**config.mk**
```make
export PLATFORM = sky130hd
export DESIGN_NAME = zavala_nonce_engine
export DESIGN_NICKNAME = d
export VERILOG_FILES = /design/src/rtl/zavala_nonce_engine.sv
export SDC_FILE = /design/constraint.sdc
export NUM_CORES = 1
export LEC_CHECK = 0
export CORE_MARGIN = 4
export CORE_UTILIZATION = 55
export CTS_BUF_LIST = sky130_fd_sc_hd__clkbuf_8
export DETAILED_ROUTE_END_ITERATION = 10
export GPL_TIMING_DRIVEN = 0
export MAX_ROUTING_LAYER = met4
export PLACE_DENSITY = 0.79
export SYNTH_ARGS = -nofsm -noshare
export SYNTH_HDL_FRONTEND = slang
export SYNTH_SLANG_ARGS = --single-unit
```
**constraint.sdc**
```tcl
create_clock -name clk -period 9.34 [get_ports clk]
set_clock_uncertainty 0.2 [all_clocks]
set_input_delay 2.802 -clock clk [delete_from_list [all_inputs] [get_ports clk]]
set_output_delay 2.802 -clock clk [all_outputs]
set_load 0.05 [all_outputs]
```
**src/rtl/zavala_nonce_engine.sv**
```systemverilog
// zavala_nonce_engine: register-mapped nonce-range sweeper for NUM_CORES
// external hash cores, run in lock-step batches. It latches the lowest winning
// nonce and measures the dispatch rate over a MINER_FREQ-cycle window.
module zavala_nonce_engine #(
  parameter int unsigned NUM_CORES  = 4,
  parameter int unsigned MINER_FREQ = 10000000
) (
  input  logic                      clk,
  input  logic                      rst,
  input  logic                      read,
  input  logic                      write,
  input  logic [4:0]                op_address,
  input  logic [31:0]               writedata,
  output logic [31:0]               readdata,
  output logic                      irq,
  output logic [NUM_CORES-1:0]      core_start,
  output logic [32*NUM_CORES-1:0]   core_nonce,
  input  logic [NUM_CORES-1:0]      core_done,
  input  logic [32*NUM_CORES-1:0]   core_hash_hi
);

  localparam logic [1:0] S_IDLE     = 2'd0;
  localparam logic [1:0] S_DISPATCH = 2'd1;
  localparam logic [1:0] S_WAIT     = 2'd2;
  localparam logic [1:0] S_EVAL     = 2'd3;

  logic [1:0]           state;
  logic [31:0]          nonce_start, nonce_end, target;
  logic [31:0]          found_nonce, base, hashrate;
  logic [31:0]          win_cnt, acc;
  logic                 irq_en, busy, found, exhausted, aborted;
  logic [NUM_CORES-1:0] pend_mask, hit;

  logic                 ctrl_wr, start_req, abort_req, last_batch, any_hit;
  logic [NUM_CORES-1:0] disp_mask;
  logic [31:0]          disp_add, hit_idx;

  assign ctrl_wr   = write && (op_address == 5'd0);
  // abort takes priority over a start carried in the same write
  assign abort_req = ctrl_wr && writedata[1];
  assign start_req = ctrl_wr && writedata[0] && !writedata[1];
  assign irq       = irq_en && (found || exhausted);
  assign any_hit   = (hit != '0);
  assign last_batch = ({1'b0, base} + 33'(NUM_CORES)) > {1'b0, nonce_end};

  // Batch set, its population count and the lowest hitting core index
  always_comb begin
    disp_mask = '0;
    disp_add  = '0;
    hit_idx   = '0;
    for (int unsigned i = 0; i < NUM_CORES; i++) begin
      disp_mask[i] = ({1'b0, base} + 33'(i)) <= {1'b0, nonce_end};
    end
    if (state == S_DISPATCH && !abort_req) begin
      for (int unsigned i = 0; i < NUM_CORES; i++) begin
        disp_add = disp_add + 32'(disp_mask[i]);
      end
    end
    for (int unsigned i = 0; i < NUM_CORES; i++) begin
      if (hit[NUM_CORES-1-i]) hit_idx = 32'(NUM_CORES - 1 - i);
    end
  end

  // Programmable registers; the range/target are frozen while a search runs
  always_ff @(posedge clk) begin
    if (rst) begin
      nonce_start <= '0;
      nonce_end   <= '1;
      target      <= '0;
      irq_en      <= 1'b0;
    end else if (write) begin
      if (op_address == 5'd0) irq_en <= writedata[2];
      if (!busy) begin
        if (op_address == 5'd2) nonce_start <= writedata;
        if (op_address == 5'd3) nonce_end   <= writedata;
        if (op_address == 5'd4) target      <= writedata;
      end
    end
  end

  // Search FSM: dispatch a batch, collect core results, evaluate, repeat
  always_ff @(posedge clk) begin
    if (rst) begin
      state       <= S_IDLE;
      base        <= '0;
      found_nonce <= '0;
      busy        <= 1'b0;
      found       <= 1'b0;
      exhausted   <= 1'b0;
      aborted     <= 1'b0;
      pend_mask   <= '0;
      hit         <= '0;
      core_start  <= '0;
      core_nonce  <= '0;
    end else begin
      core_start <= '0;
      case (state)
        S_IDLE: begin
          if (start_req) begin
            state     <= S_DISPATCH;
            base      <= nonce_start;
            found     <= 1'b0;
            exhausted <= 1'b0;
            aborted   <= 1'b0;
            busy      <= 1'b1;
          end
        end
        S_DISPATCH: begin
          core_start <= disp_mask;
          for (int unsigned i = 0; i < NUM_CORES; i++) begin
            if (disp_mask[i]) core_nonce[32*i +: 32] <= base + 32'(i);
          end
          pend_mask <= disp_mask;
          hit       <= '0;
          state     <= S_WAIT;
        end
        S_WAIT: begin
          pend_mask <= pend_mask & ~core_done;
          for (int unsigned i = 0; i < NUM_CORES; i++) begin
            if (core_done[i] && pend_mask[i]) hit[i] <= (core_hash_hi[32*i +: 32] <= target);
          end
          if ((pend_mask & ~core_done) == '0) state <= S_EVAL;
        end
        default: begin
          if (any_hit) begin
            found_nonce <= base + hit_idx;
            found       <= 1'b1;
            busy        <= 1'b0;
            state       <= S_IDLE;
          end else if (last_batch) begin
            exhausted <= 1'b1;
            busy      <= 1'b0;
            state     <= S_IDLE;
          end else begin
            base  <= base + 32'(NUM_CORES);
            state <= S_DISPATCH;
          end
        end
      endcase
      // abort overrides whatever the state above decided, including a dispatch
      if (abort_req && state != S_IDLE) begin
        state      <= S_IDLE;
        busy       <= 1'b0;
        aborted    <= 1'b1;
        pend_mask  <= '0;
        core_start <= '0;
      end
    end
  end

  // Hashrate window: publish the nonce count at each wrap and restart
  always_ff @(posedge clk) begin
    if (rst) begin
      win_cnt  <= '0;
      acc      <= '0;
      hashrate <= '0;
    end else if (win_cnt == 32'(MINER_FREQ - 1)) begin
      win_cnt  <= '0;
      hashrate <= acc + disp_add;
      acc      <= '0;
    end else begin
      win_cnt <= win_cnt + 32'd1;
      acc     <= acc + disp_add;
    end
  end

  // Registered read port; holds its value between reads
  always_ff @(posedge clk) begin
    if (rst) begin
      readdata <= '0;
    end else if (read) begin
      case (op_address)
        5'd0:    readdata <= {31'b0, irq_en};
        5'd1:    readdata <= {28'b0, aborted, exhausted, found, busy};
        5'd2:    readdata <= nonce_start;
        5'd3:    readdata <= nonce_end;
        5'd4:    readdata <= target;
        5'd5:    readdata <= found_nonce;
        5'd6:    readdata <= base;
        5'd7:    readdata <= hashrate;
        5'd8:    readdata <= 32'(NUM_CORES);
        default: readdata <= '0;
      endcase
    end
  end

endmodule
```
# Word level (Yosys, flattened, before mapping)
# Index checks and enable logic that the tools add are counted.
# W data, S select, Z words.
[totals] register_bits=435 rom_bits=0 memories=0 inputBits=173 latchBits=0 out_inout_bits=165 elab_cells=155 ram_bits=0
[op_classes] order_cmp=9 bitwise=6 addsub=14 shifts=0 multipliers=0 n_mux=33 n_reduce_logical=49 n_div=0 n_eq_ne=19
[ops] op="$pmux W32 S9" n=1
[ops] op="$mux W32" n=6
[ops] op="$le A32 B32 Y1" n=5
[ops] op="$le A33 B32 Y1" n=3
[ops] op="$add A32 B2 Y33 const B" n=2
[ops] op="$add A32 B1 Y32 const B" n=2
[ops] op="$add A32 B2 Y32 const B" n=2
[ops] op="$add A32 B32 Y32" n=2
[ops] op="$pmux W32 S2" n=1
[ops] op="$add A32 B1 Y33 const B" n=1
[ops] op="$add A32 B3 Y33 const B" n=1
[ops] op="$gt A33 B32 Y1" n=1
[ops] op="$add A32 B3 Y32 const B" n=1
[ops] op="$eq A32 B24 Y1 const B" n=1
[ops] op="$reduce_and A2 Y1" n=12
[ops] op="$eq A5 B3 Y1 const B" n=4
[ops] op="$pmux W4 S2" n=2
[ops] op="$mux W1" n=15
[ops] op="$reduce_and A3 Y1" n=5
[ops] op="$ne A2 B2 Y1 const B" n=6
[ops] op="$reduce_bool A2 Y1" n=6
[ops] op="$logic_and A1 B1 Y1" n=11
[ops] op="$eq A5 B2 Y1 const B" n=2
[ops] op="$reduce_and A4 Y1" n=2
[ops] op="other kinds (24)" n=36

# Longest topological paths before layout
# Gate-level depths: netlist (run 1).
[logic_depth] word_depth=7 mapped_depth=32 ltp_nobuf=29

# Worst setup path after synthesis (run 1)
# No wires, ideal clock.
[synth_path] path_kind="register to register" start="reg base[13]" end="reg hashrate[28]" setup_ps=86 setup_slack_ps=2377 period_less_slack_ps=6963 required_time_ps=9054 arrival_ps=6677 path_buffers=3 path_stages_with_launch=31 path_cell_list="dfxtp_1 > buf_2 > and4_1 > clkbuf_1 > nand2_1 > nor4_1 > nand3_1 > xnor2_1 > ha_1 > a21o_1 > a21o_1 > a21oi_1 > a21oi_1 > a221o_1 > o21ai_1 > clkbuf_1 > nand2_1 > fa_1 > inv_1 > ha_1 > ha_1 > nand3_1 > fa_1 > nor2b_1 > o21bai_1 > nor2_1 > nand4_1 > nor2_1 > nand4_1 > xor2_1 > a211oi_1"
[synth_via] elab_chain_cells=7 elab_cells_between_ends=12 cone_classes="add/sub (7); order compare (4); mux (1)"
[synth_rtl] element="from (decl)" line="29" rtl="logic [31:0] found_nonce, base, hashrate;"
[synth_rtl] element="from (signal assigned)" line="101" rtl="base <= nonce_start;"
[synth_rtl] element="from (signal assigned)" line="135" rtl="base <= base + 32'(NUM_CORES);"
[synth_rtl] element="$add A32 B1 Y33" line="52" rtl="disp_mask[i] = ({1'b0, base} + 33'(i)) <= {1'b0, nonce_end};"
[synth_rtl] element="$le A33 B32 Y1" line="52"
[synth_rtl] element="$add A1 B1 Y2" line="56" rtl="disp_add = disp_add + 32'(disp_mask[i]);"
[synth_rtl] element="$add A2 B1 Y3" line="56"
[synth_rtl] element="$add A3 B1 Y4 *" line="56"
[synth_rtl] element="$mux W4 *" line="54" rtl="if (state == S_DISPATCH && !abort_req) begin"
[synth_rtl] element="$add A32 B32 Y32 *" line="159" rtl="hashrate <= acc + disp_add;"
[synth_rtl] element="to (signal assigned)" line="159"
[synth_rtl] element="to (decl)" line="29"
# Every way passes the cells marked *; elsewhere a longest branch is shown, timed or not.
# A chain may end at the register's enable or synchronous reset.

# Worst setup path in the final report (run 1)
[layout_path] start="reg base[0]" end="reg hashrate[30]"
# The elaborated chain is that of the path after synthesis.

==> impl_metrics.csv, run 1 <==
group,metric,value,unit
detailed_routing,vias,27500,
timing,grt_setup_unrepaired,"no",
setup_path,cp.arrival,9.36,ns
die,die_area,51900,sq um
synthesis,seq_area_frac_synth,32.7,%
power_and_ir_drop,seq_power_share,38.4,%
clocking,clock_path_buffers,3,
synthesis,synth_top_area_share,32.7,%
layout,layout-drive-gt1-share,4.33,%
global_route,grt_use_met1,53.1,%
setup_path,regToRegStartpoint,"base[0]",
layout,nets,4140,
synthesis,async_reset_ff_share,0,%
die,coreArea,47700,sq um
power_and_ir_drop,switching_power,0.00198,W
global_route,grt_busiest_layer,"met2",
layout,final_cell_count_no_fill,4330,
clocking,clk_pin_slew_worst_paths,0.06,ns
worst_hold_path,hold-path-endpoint,"core_nonce[26]",
clocking,clock-sinks,435,
timing,final_min_period_over_clock_period,96.7,%
die,io_pins,338,
timing,final-setup-viol-count,0,
synthesis,synth_area,26600,sq um
timing,tightest_slew,1.52,ns
outcome,violations,"capacitance limit, slew limit",
timing,slew_headroom,-2.29,%
global_route,grt.overflow.total,0,
detailed_routing,via_per_inst,6.35,
power_and_ir_drop,finalPower,0.00540,W
run,drv_cap,1,
setup_path,r2r_cells,28,
synthesis,synth_ff_type,"dfxtp_1",
timing,drv_slew,10,
power_and_ir_drop,p_per_area,167,nW/um^2
power_and_ir_drop,combinationalPowerShare,29.4,%
placed_design,place_congestion,1.05,
power_and_ir_drop,vdd_drop_max,128,uV
placed_design,dp_hpwl,82500,um
clocking,cts_root_buf,"clkbuf_8",
placed_design,placed_cells,4197,
clocking,cts_tree,"built",
detailed_routing,drt_iter0_drc,3556,
setup_path,crit_top_cell,"ha_1",
worst_hold_path,worstHoldStart,"core_nonce[26]",
timing,holdWs,0.262,ns
power_and_ir_drop,pwr-share-clk,32.2,%
worst_hold_path,worst_hold_path_type,"flip-flop to flip-flop",
synthesis,synth-edff-count,0,
timing,fin_crit,9.03,ns
synthesis,synthTopCellsByArea,"dfxtp_1, ha_1, a21oi_1",
setup_path,crit_path_top_delay_cell,"clkdlybuf4s15_1",
clocking,htree_levels,3,
synthesis,synth_seq_cells,435,
placed_design,dpl_cell_area,30700,sq um
setup_path,crit_family,"adder cells",
global_route,antenna_found_initial,0,
layout,post-route-cell-area,32300,sq um
setup_path,critical_path_buf_inv_count,5,
synthesis,syn_nets,3725,
synthesis,yosys.area.top_type,"dfxtp_1",
placed_design,post-place-ws,-0.0115,ns
detailed_routing,dr.pass1.iters,9,
layout,diodes,0,
setup_path,rr_endpoint,"hashrate[30]",
timing,hold_violations,0,
clocking,cts-buffers-inserted,74,
die,die_h,228,um
power_and_ir_drop,switching_share,36.7,%
setup_path,critPathLaunchType,"flip-flop",
clocking,clkLatencyLatePin,0.71,ns
detailed_routing,drt_drc_violations_left,0,
synthesis,yosysUniqueCellTypes,76,
worst_hold_path,min_path_cells,2,
setup_path,cp-end-kind,"flip-flop",
setup_path,slowest_delay,0.81,ns
layout,area_growth,21.3,%
global_route,grt_pass1_vias,25500,
global_route,grtUsageMet3,9.89,%
synthesis,synth.avg_cell_area,8.19,sq um
synthesis,ys_warn_count,0,
power_and_ir_drop,p_int,0.00342,W
die,fp-row-count,80,
synthesis,synthCells,3248,
outcome,status,"finished with violations",
setup_path,worstPathRequired,9.67,ns
global_route,grt_max_degree,13,
power_and_ir_drop,p_leak,13.1,nW
global_route,grt_pass1_wl,154000,um
global_route,grt_use_met2,57.2,%
die,floorplan.initialDensity,55.7,%
clocking,cts_hold_buf,0,
die,die_w,228,um
detailed_routing,ant_nets,0,
placed_design,numPortBuffers,334,
detailed_routing,wl_per_cell,24.1,um
setup_path,regToRegSetupSlack,0.31,ns
global_route,grt_usage,39.3,%
setup_path,path_class,"flip-flop to flip-flop",
timing,layout_setup_ws,0.311,ns
detailed_routing,routed_wl,104000,um
setup_path,cp_max_fo,10,
timing,max_freq,0.111,GHz
## through the flow
step,utilization [%],setup TNS [ns]
finish,67.6,0
global route,67.6,0
CTS,67.4,0
detailed placement,64.3,-0.0115
global placement,64.3,-0.0361
floorplan,-,0
## cells by family after synthesis
family	share of synthesized area, %
compound gates	18.6
flops	32.7
xor+xnor	6.49
buf+inv	4.60
simple gates	20.2
fa+ha+maj	14.4
mux	2.99
## cells in the final DEF (no fill, tap or decap), drive strengths merged, types with 6 or more instances in the layout
master,instances
a211oi,62
a21o,66
a21oi,264
a221oi,6
a22oi,87
a311oi,13
a31oi,33
and2,7
and3,17
and4,15
buf,38
clkbuf,265
clkdlybuf4s50,334
clkinv,6
dfxtp,435
ha,301
inv,136
mux2i,76
nand2,318
nand2b,18
nand3,110
nand4,76
nor2,344
nor2b,30
nor3,155
nor4,18
o211ai,50
o21a,24
o21ai,81
o21bai,6
o311ai,20
o31ai,25
or2,11
or3,18
xnor2,110
xor2,87
## metal layers
| layer | up-vias | part of all wire [%] |
|---|---|---|
| met5 | - | 0 |
| met4 | 0 | 4.4 |
| met3 | 325 | 12 |
| met2 | 1714 | 42 |
| met1 | 12900 | 41 |
| li1 | 12500 | - |
## power by group through the flow
stage / registers, W / clock network (W) / logic, W
after CTS: 0.00207 / 0.00174 / 0.00156
after floorplan: 0.00247 / 0 / 0.000648
after detailed placement: 0.00211 / 0 / 0.00155
after global placement: 0.00211 / 0 / 0.00154
after global routing: 0.00209 / 0.00182 / 0.00167
final: 0.00207 / 0.00174 / 0.00159
## synthesized netlist by cell type (5+ instances only)
cell type / count
mux2i_1: 76
and3_1: 17
buf_2: 13
o311ai_1: 18
a21oi_1: 264
dfxtp_1: 435
or3_1: 18
nor4_1: 14
a311oi_1: 13
o31ai_1: 24
a211oi_1: 62
nor2b_1: 30
clkbuf_1: 175
nand2_1: 316
a221o_1: 5
xnor2_1: 110
o21a_1: 24
nand2b_1: 18
o21ai_0: 67
o211ai_1: 50
xor2_1: 87
nor3b_1: 5
a31oi_1: 33
ha_1: 301
o21ai_1: 13
or2_2: 7
nand4_1: 76
and4_1: 15
a22oi_1: 87
nor3_1: 152
nor2_1: 344
and2_1: 6
a21o_1: 66
o21bai_1: 6
a221oi_1: 5
buf_1: 16
inv_1: 103
nand3_1: 109
## how the worst max path moves through the flow
stage	from	end	slack, ns	cells after the start
6_report	base[0]	hashrate[30]	0.31	28
5_1_grt	base[10]	hashrate[26]	0.1	30
4_1_cts	base[0]	hashrate[31]	0.21	28
3_5_place_dp	base[15]	hashrate[31]	-0.01	30
3_3_place_gp	base[13]	hashrate[31]	-0.04	31
2_1_floorplan	base[13]	hashrate[28]	2.38	30
## final cells by class
class	instances	area, sq um
multi-input cells	2499	16700
clock buffers	90	1240
repair buffers	339	3380
clock inverters	38	215
plain buffers	209	841
well taps	615	769
flip-flops and latches	435	8710
inverters	105	394
fillers	4155	15500
## repair_timing
action | CTS | global route
cloned | 0 | 0
endpoints found under the setup margin | 4 | 21
pin swaps | 0 | 3
setup buffers | 0 | 5
gates resized for setup | 1 | 14
## flip-flops by register name, summed over array words and instances (netlist names), 4 cells and up
name,count
core_nonce,128
acc,32
base,32
found_nonce,32
hashrate,32
nonce_end,32
nonce_start,32
readdata,32
target,32
win_cnt,32
core_start,4
hit,4
pend_mask,4
## worst min-delay path: cells and delay by family (launching register included)
kind	cells	cell delay (ns)
compound gates	1	0.05
flops	1	0.31
simple gates	1	0.06
(Power assumes the default switching activity.)
==> run 2: changes to the inputs <==
- RECOVER_POWER: unset -> 100
==> impl_metrics.csv, run 2 (synthesized netlist as in run 1, its figures left out) <==
group,metric,value,unit
setup_path,critPathLaunchType,"flip-flop",
setup_path,critical_path_buf_inv_count,4,
setup_path,cp_max_fo,8,
clocking,cts_hold_buf,0,
setup_path,cp-end-kind,"flip-flop",
detailed_routing,dr.pass1.iters,6,
setup_path,slowest_delay,0.95,ns
power_and_ir_drop,finalPower,0.00535,W
layout,largest_reg_flops,128,
die,fp-row-count,80,
clocking,clk_pin_slew_worst_paths,0.06,ns
layout,layout-drive-gt1-share,3.96,%
setup_path,crit_path_top_delay_cell,"nor4_1",
clocking,clkLatencyLatePin,0.72,ns
timing,grt_setup_unrepaired,"no",
detailed_routing,via_per_inst,6.30,
setup_path,crit_family,"simple AND/OR/NAND/NOR gates",
timing,max_freq,0.110,GHz
global_route,grt_pass1_wl,154000,um
clocking,cts_tree,"built",
worst_hold_path,worst_hold_path_type,"flip-flop to flip-flop",
layout,area_growth,21.0,%
setup_path,r2r_cells,28,
clocking,cts-buffers-inserted,74,
global_route,grt_pass1_vias,25500,
power_and_ir_drop,vdd_drop_max,128,uV
global_route,grt.overflow.total,0,
setup_path,cp.depth,28,
timing,setup_tns,0,ns
timing,tightest_slew,2.40,ns
global_route,grt_max_degree,13,
run,drv_cap,2,
timing,drv_slew,17,
detailed_routing,wl_per_cell,24.0,um
timing,final-setup-viol-count,0,
timing,final_min_period_over_clock_period,97.6,%
detailed_routing,routed_wl,104000,um
setup_path,regToRegSetupSlack,0.23,ns
clocking,clock_path_buffers,3,
setup_path,crit_top_cell,"ha_1",
detailed_routing,drt_drc_violations_left,0,
global_route,antenna_found_initial,0,
die,die_w,228,um
timing,hold_violations,0,
timing,fin_crit,9.11,ns
global_route,grt_usage,39.3,%
layout,regMostFlops,"core_nonce",
clocking,htree_levels,3,
timing,slew_headroom,-62.0,%
setup_path,cp-endpoint,"hashrate[28]",
setup_path,cp.arrival,9.52,ns
power_and_ir_drop,p_leak,13.7,nW
layout,diodes,0,
layout,nFillCells,4172,
placed_design,dp_hpwl,82500,um
setup_path,path_class,"flip-flop to flip-flop",
die,io_pins,338,
die,floorplan.initialDensity,55.7,%
outcome,status,"finished with violations",
clocking,clock-sinks,435,
setup_path,rr_endpoint,"hashrate[28]",
layout,mostFrequentLayoutCell,"dfxtp_1",
detailed_routing,vias,27300,
layout,nets,4140,
die,die_h,228,um
detailed_routing,drt_iter0_drc,3428,
clocking,cts_root_buf,"clkbuf_8",
setup_path,regToRegStartpoint,"base[1]",
placed_design,place_congestion,1.05,
outcome,violations,"capacitance limit, slew limit",
placed_design,numPortBuffers,334,
power_and_ir_drop,p_per_area,166,nW/um^2
setup_path,crit_start,"base[1]",
die,die_area,51900,sq um
detailed_routing,ant_nets,0,
layout,final_cell_mix,"dfxtp_1, nor2_1, nand2_1",
die,coreArea,47700,sq um
setup_path,worstPathRequired,9.74,ns
==> run 2: layout make-up <==
cell class	instances	area [sq um]	share of cell area, %
buffer	209	805	2.50
clock buffer	90	1240	3.85
clock inverter	38	215	0.669
inverter	105	394	1.22
multi-input combinational	2499	16700	51.8
sequential	435	8710	27.1
tap	615	769	2.39
timing repair buffer	339	3380	10.5
==> run 2: worst min path at each step <==
| stage | start | endpoint | slack, ns | cells after the start |
|---|---|---|---|---|
| 2_1_floorplan | win_cnt[0] | win_cnt[0] | 0.24 | 1 |
| 3_3_place_gp | core_nonce[18] | core_nonce[18] | 0.25 | 2 |
| 3_5_place_dp | core_nonce[26] | core_nonce[26] | 0.26 | 2 |
| 4_1_cts | core_nonce[27] | core_nonce[27] | 0.27 | 2 |
| 5_1_grt | pend_mask[1] | pend_mask[1] | 0.30 | 2 |
| 6_report | core_nonce[27] | core_nonce[27] | 0.27 | 2 |
==> run 2: report_power, final <==
group | internal, W | switching, W | total (W) | leakage (nW)
combinational | 0.000504 | 0.00103 | 0.00154 | 9.33
clock | 0.000884 | 0.000857 | 0.00174 | 0.843
sequential | 0.00199 | 0.0000807 | 0.00207 | 3.51
total | 0.00338 | 0.00197 | 0.00535 | 13.7
==> run 2: repair_timing <==
action	4_1_cts	5_1_grt
pin swaps	0	3
setup buffers	0	5
endpoints found under the setup margin	4	21
gates resized for setup	1	14
cloned	0	0
==> run 2: tightest hold or removal path, stage by stage (launching register included) <==
cell	delay, ns
dfxtp_1	0.32
nand3_1	0.06
o21ai_0	0.06
==> run 2: stage by stage <==
stage               cell area, sq um  hold WS [ns]  instances  worst slack (ns)  util, %
global route                   32200         0.298       4330            0.0929     67.4
CTS                            32200         0.265       4325             0.207     67.4
floorplan                      26600         0.237       3248              2.38        -
detailed placement             30700         0.257       4197           -0.0115     64.3
finish                         32200         0.271       4330             0.228     67.4
global placement               30700         0.253       4197           -0.0361     64.3
==> run 2: metal layers <==
layer	up-vias	GRT usage (%)	part of all wire [%]
li1	12500	-	-
met5	-	-	0
met4	0	14.0	4.3
met1	12800	53.1	42
met3	319	9.89	12
met2	1625	57.2	42
==> run 3: changes to the inputs <==
- DONT_BUFFER_PORTS: unset -> 1
- GPL_TIMING_DRIVEN: 0 -> unset
- PLACE_DENSITY: 0.79 -> 0.7
==> impl_metrics.csv, run 3 (synthesized netlist as in run 1, its figures left out) <==
group,metric,value,unit
outcome,status,"finished with violations",
outcome,violations,"capacitance limit, slew limit",
timing,final_min_period_over_clock_period,95.3,%
global_route,grt_usage,38.1,%
placed_design,place_congestion,1.00,
timing,slew_headroom,-140,%
clocking,clock-sinks,435,
layout,regMostFlops,"core_nonce",
global_route,grt_pass1_vias,24100,
layout,final_cell_mix,"dfxtp_1, nor2_1, nand2_1",
setup_path,slowest_delay,1.65,ns
layout,nFillCells,4415,
setup_path,crit_path_top_delay_cell,"o31ai_2",
timing,fin_crit,8.91,ns
clocking,cts_root_buf,"clkbuf_8",
power_and_ir_drop,seq_power_share,48.0,%
clocking,cts-buffers-inserted,76,
power_and_ir_drop,combinationalPowerShare,16.2,%
setup_path,regToRegSetupSlack,0.43,ns
layout,final_cell_count_no_fill,3847,
detailed_routing,drt_iter0_drc,2625,
setup_path,crit_path_cell_trace,"nand4_1 -> nor3_1 -> nor3b_1 -> nand2b_1 -> nor2_1 -> xor2_1 -> ha_1 -> nand4_1 -> nor4_1 -> nand3_1 -> or4b_1 -> o21a_1 -> o31ai_2 -> nand2_1 -> a221oi_1",
setup_path,path_class,"flip-flop to flip-flop",
timing,max_freq,0.112,GHz
clocking,cts_tree,"built",
layout,largest_reg_flops,128,
global_route,grt.overflow.total,0,
worst_hold_path,worst_hold_path_type,"flip-flop to flip-flop",
die,io_pins,338,
setup_path,critPathLaunchType,"flip-flop",
timing,hold_violations,0,
layout,area_growth,7.30,%
global_route,grt_max_degree,315,
detailed_routing,routed_wl,100000,um
layout,nets,3653,
placed_design,post-place-ws,0.672,ns
timing,final-setup-viol-count,0,
detailed_routing,wl_per_cell,26.0,um
clocking,clk_pin_slew_worst_paths,0.06,ns
die,die_w,228,um
detailed_routing,vias,25000,
timing,grt_setup_unrepaired,"no",
setup_path,worstPathRequired,9.73,ns
clocking,clkLatencyLatePin,0.71,ns
global_route,grt_pass1_wl,150000,um
global_route,antenna_found_initial,1,
power_and_ir_drop,pwr-share-clk,35.8,%
placed_design,numPortBuffers,0,
power_and_ir_drop,p_per_area,181,nW/um^2
detailed_routing,dr.pass1.iters,6,
run,drv_cap,11,
timing,setup_tns,0,ns
setup_path,cp-end-kind,"flip-flop",
power_and_ir_drop,p_int,0.00328,W
clocking,postCtsSetupBuffers,0,
detailed_routing,ant_nets,0,
die,fp-row-count,80,
timing,layout_setup_ws,0.435,ns
detailed_routing,drt_drc_violations_left,0,
clocking,clock_path_buffers,3,
die,die_h,228,um
clocking,htree_levels,3,
detailed_routing,via_per_inst,6.49,
setup_path,crit_top_cell,"nand4_1",
timing,drv_slew,359,
layout,mostFrequentLayoutCell,"dfxtp_1",
die,die_area,51900,sq um
placed_design,placed_cells,3713,
placed_design,dp_hpwl,76200,um
power_and_ir_drop,vdd_drop_max,193,uV
layout,layout-drive-gt1-share,5.76,%
timing,tightest_slew,3.61,ns
power_and_ir_drop,switching_share,36.4,%
setup_path,cp_max_fo,23,
die,floorplan.initialDensity,55.7,%
power_and_ir_drop,switching_power,0.00187,W
setup_path,cp.arrival,9.29,ns
power_and_ir_drop,p_leak,11.8,nW
die,coreArea,47700,sq um
[run 3: cell types whose count changed in the layout (fill, tap and decap cells not counted), moves of 6 or more]
cell	previous run	this run
clkinv_2	5	11
buf_2	10	0
clkdlybuf4s50_1	163	0
buf_4	6	47
dlygate4sd3_1	171	0
clkbuf_1	181	12
buf_1	14	0
[run 3: power by group through the flow]
| stage | Combinational (W) | Clock [W] | Sequential (W) |
|---|---|---|---|
| 2_1_floorplan | 0.000648 | 0 | 0.00247 |
| 3_3_place_gp | 0.000794 | 0 | 0.00251 |
| 3_5_place_dp | 0.000810 | 0 | 0.00252 |
| 4_1_cts | 0.000813 | 0.00186 | 0.00248 |
| 5_1_grt | 0.000917 | 0.00196 | 0.00249 |
| 6_report | 0.000835 | 0.00185 | 0.00248 |
[run 3: layout make-up]
| class | instances | area (sq um) | area share (%) |
|---|---|---|---|
| clock buffer | 90 | 1240 | 4.34 |
| multi-input combinational | 2499 | 16700 | 58.4 |
| antenna | 1 | 2.50 | 0.00877 |
| clock inverter | 43 | 352 | 1.23 |
| timing repair buffer | 59 | 398 | 1.39 |
| inverter | 105 | 394 | 1.38 |
| tap | 615 | 769 | 2.70 |
| sequential | 435 | 8710 | 30.5 |
[run 3: stage by stage]
stage	instance area, sq um	util [%]	hold WS, ns	total power, W
after floorplan	26600	-	0.237	0.00311
after global placement	27100	56.7	0.254	0.00331
after detailed placement	27100	56.7	0.266	0.00333
after CTS	28700	60.0	0.275	0.00515
after global routing	28500	59.8	0.298	0.00536
final	28500	59.8	0.276	0.00516
[run 3: critical path, delay by kind of cell (launching register included)]
family	cells	cell delay, ns
AO/OA/AOI/OAI	3	2.36
adder cells (fa/ha/maj)	1	0.31
flip-flops	1	0.83
AND/OR/NAND/NOR	10	4.94
XOR/XNOR	1	0.14
[run 3: what timing repair did]
item / in CTS / in global routing
endpoints found under the setup margin: 0 / 1
resized for setup: 0 / 1
hold buffers: 0 / 0
[run 3: final timing paths]
path	from	endpoint	cells past startpoint
min	target[23]	target[23]	2
min reg2reg	target[23]	target[23]	2
max reg2reg	base[16]	base[2]	15
max	base[16]	base[2]	15
[run 3: routing by layer]
metal | up-vias | global-route usage [%] | wire length, um
met4 | 0 | 13.3 | 3980
met3 | 231 | 8.15 | 9530
met5 | - | - | 0
met2 | 1269 | 57.9 | 44000
met1 | 12000 | 50.5 | 42600
li1 | 11500 | - | -
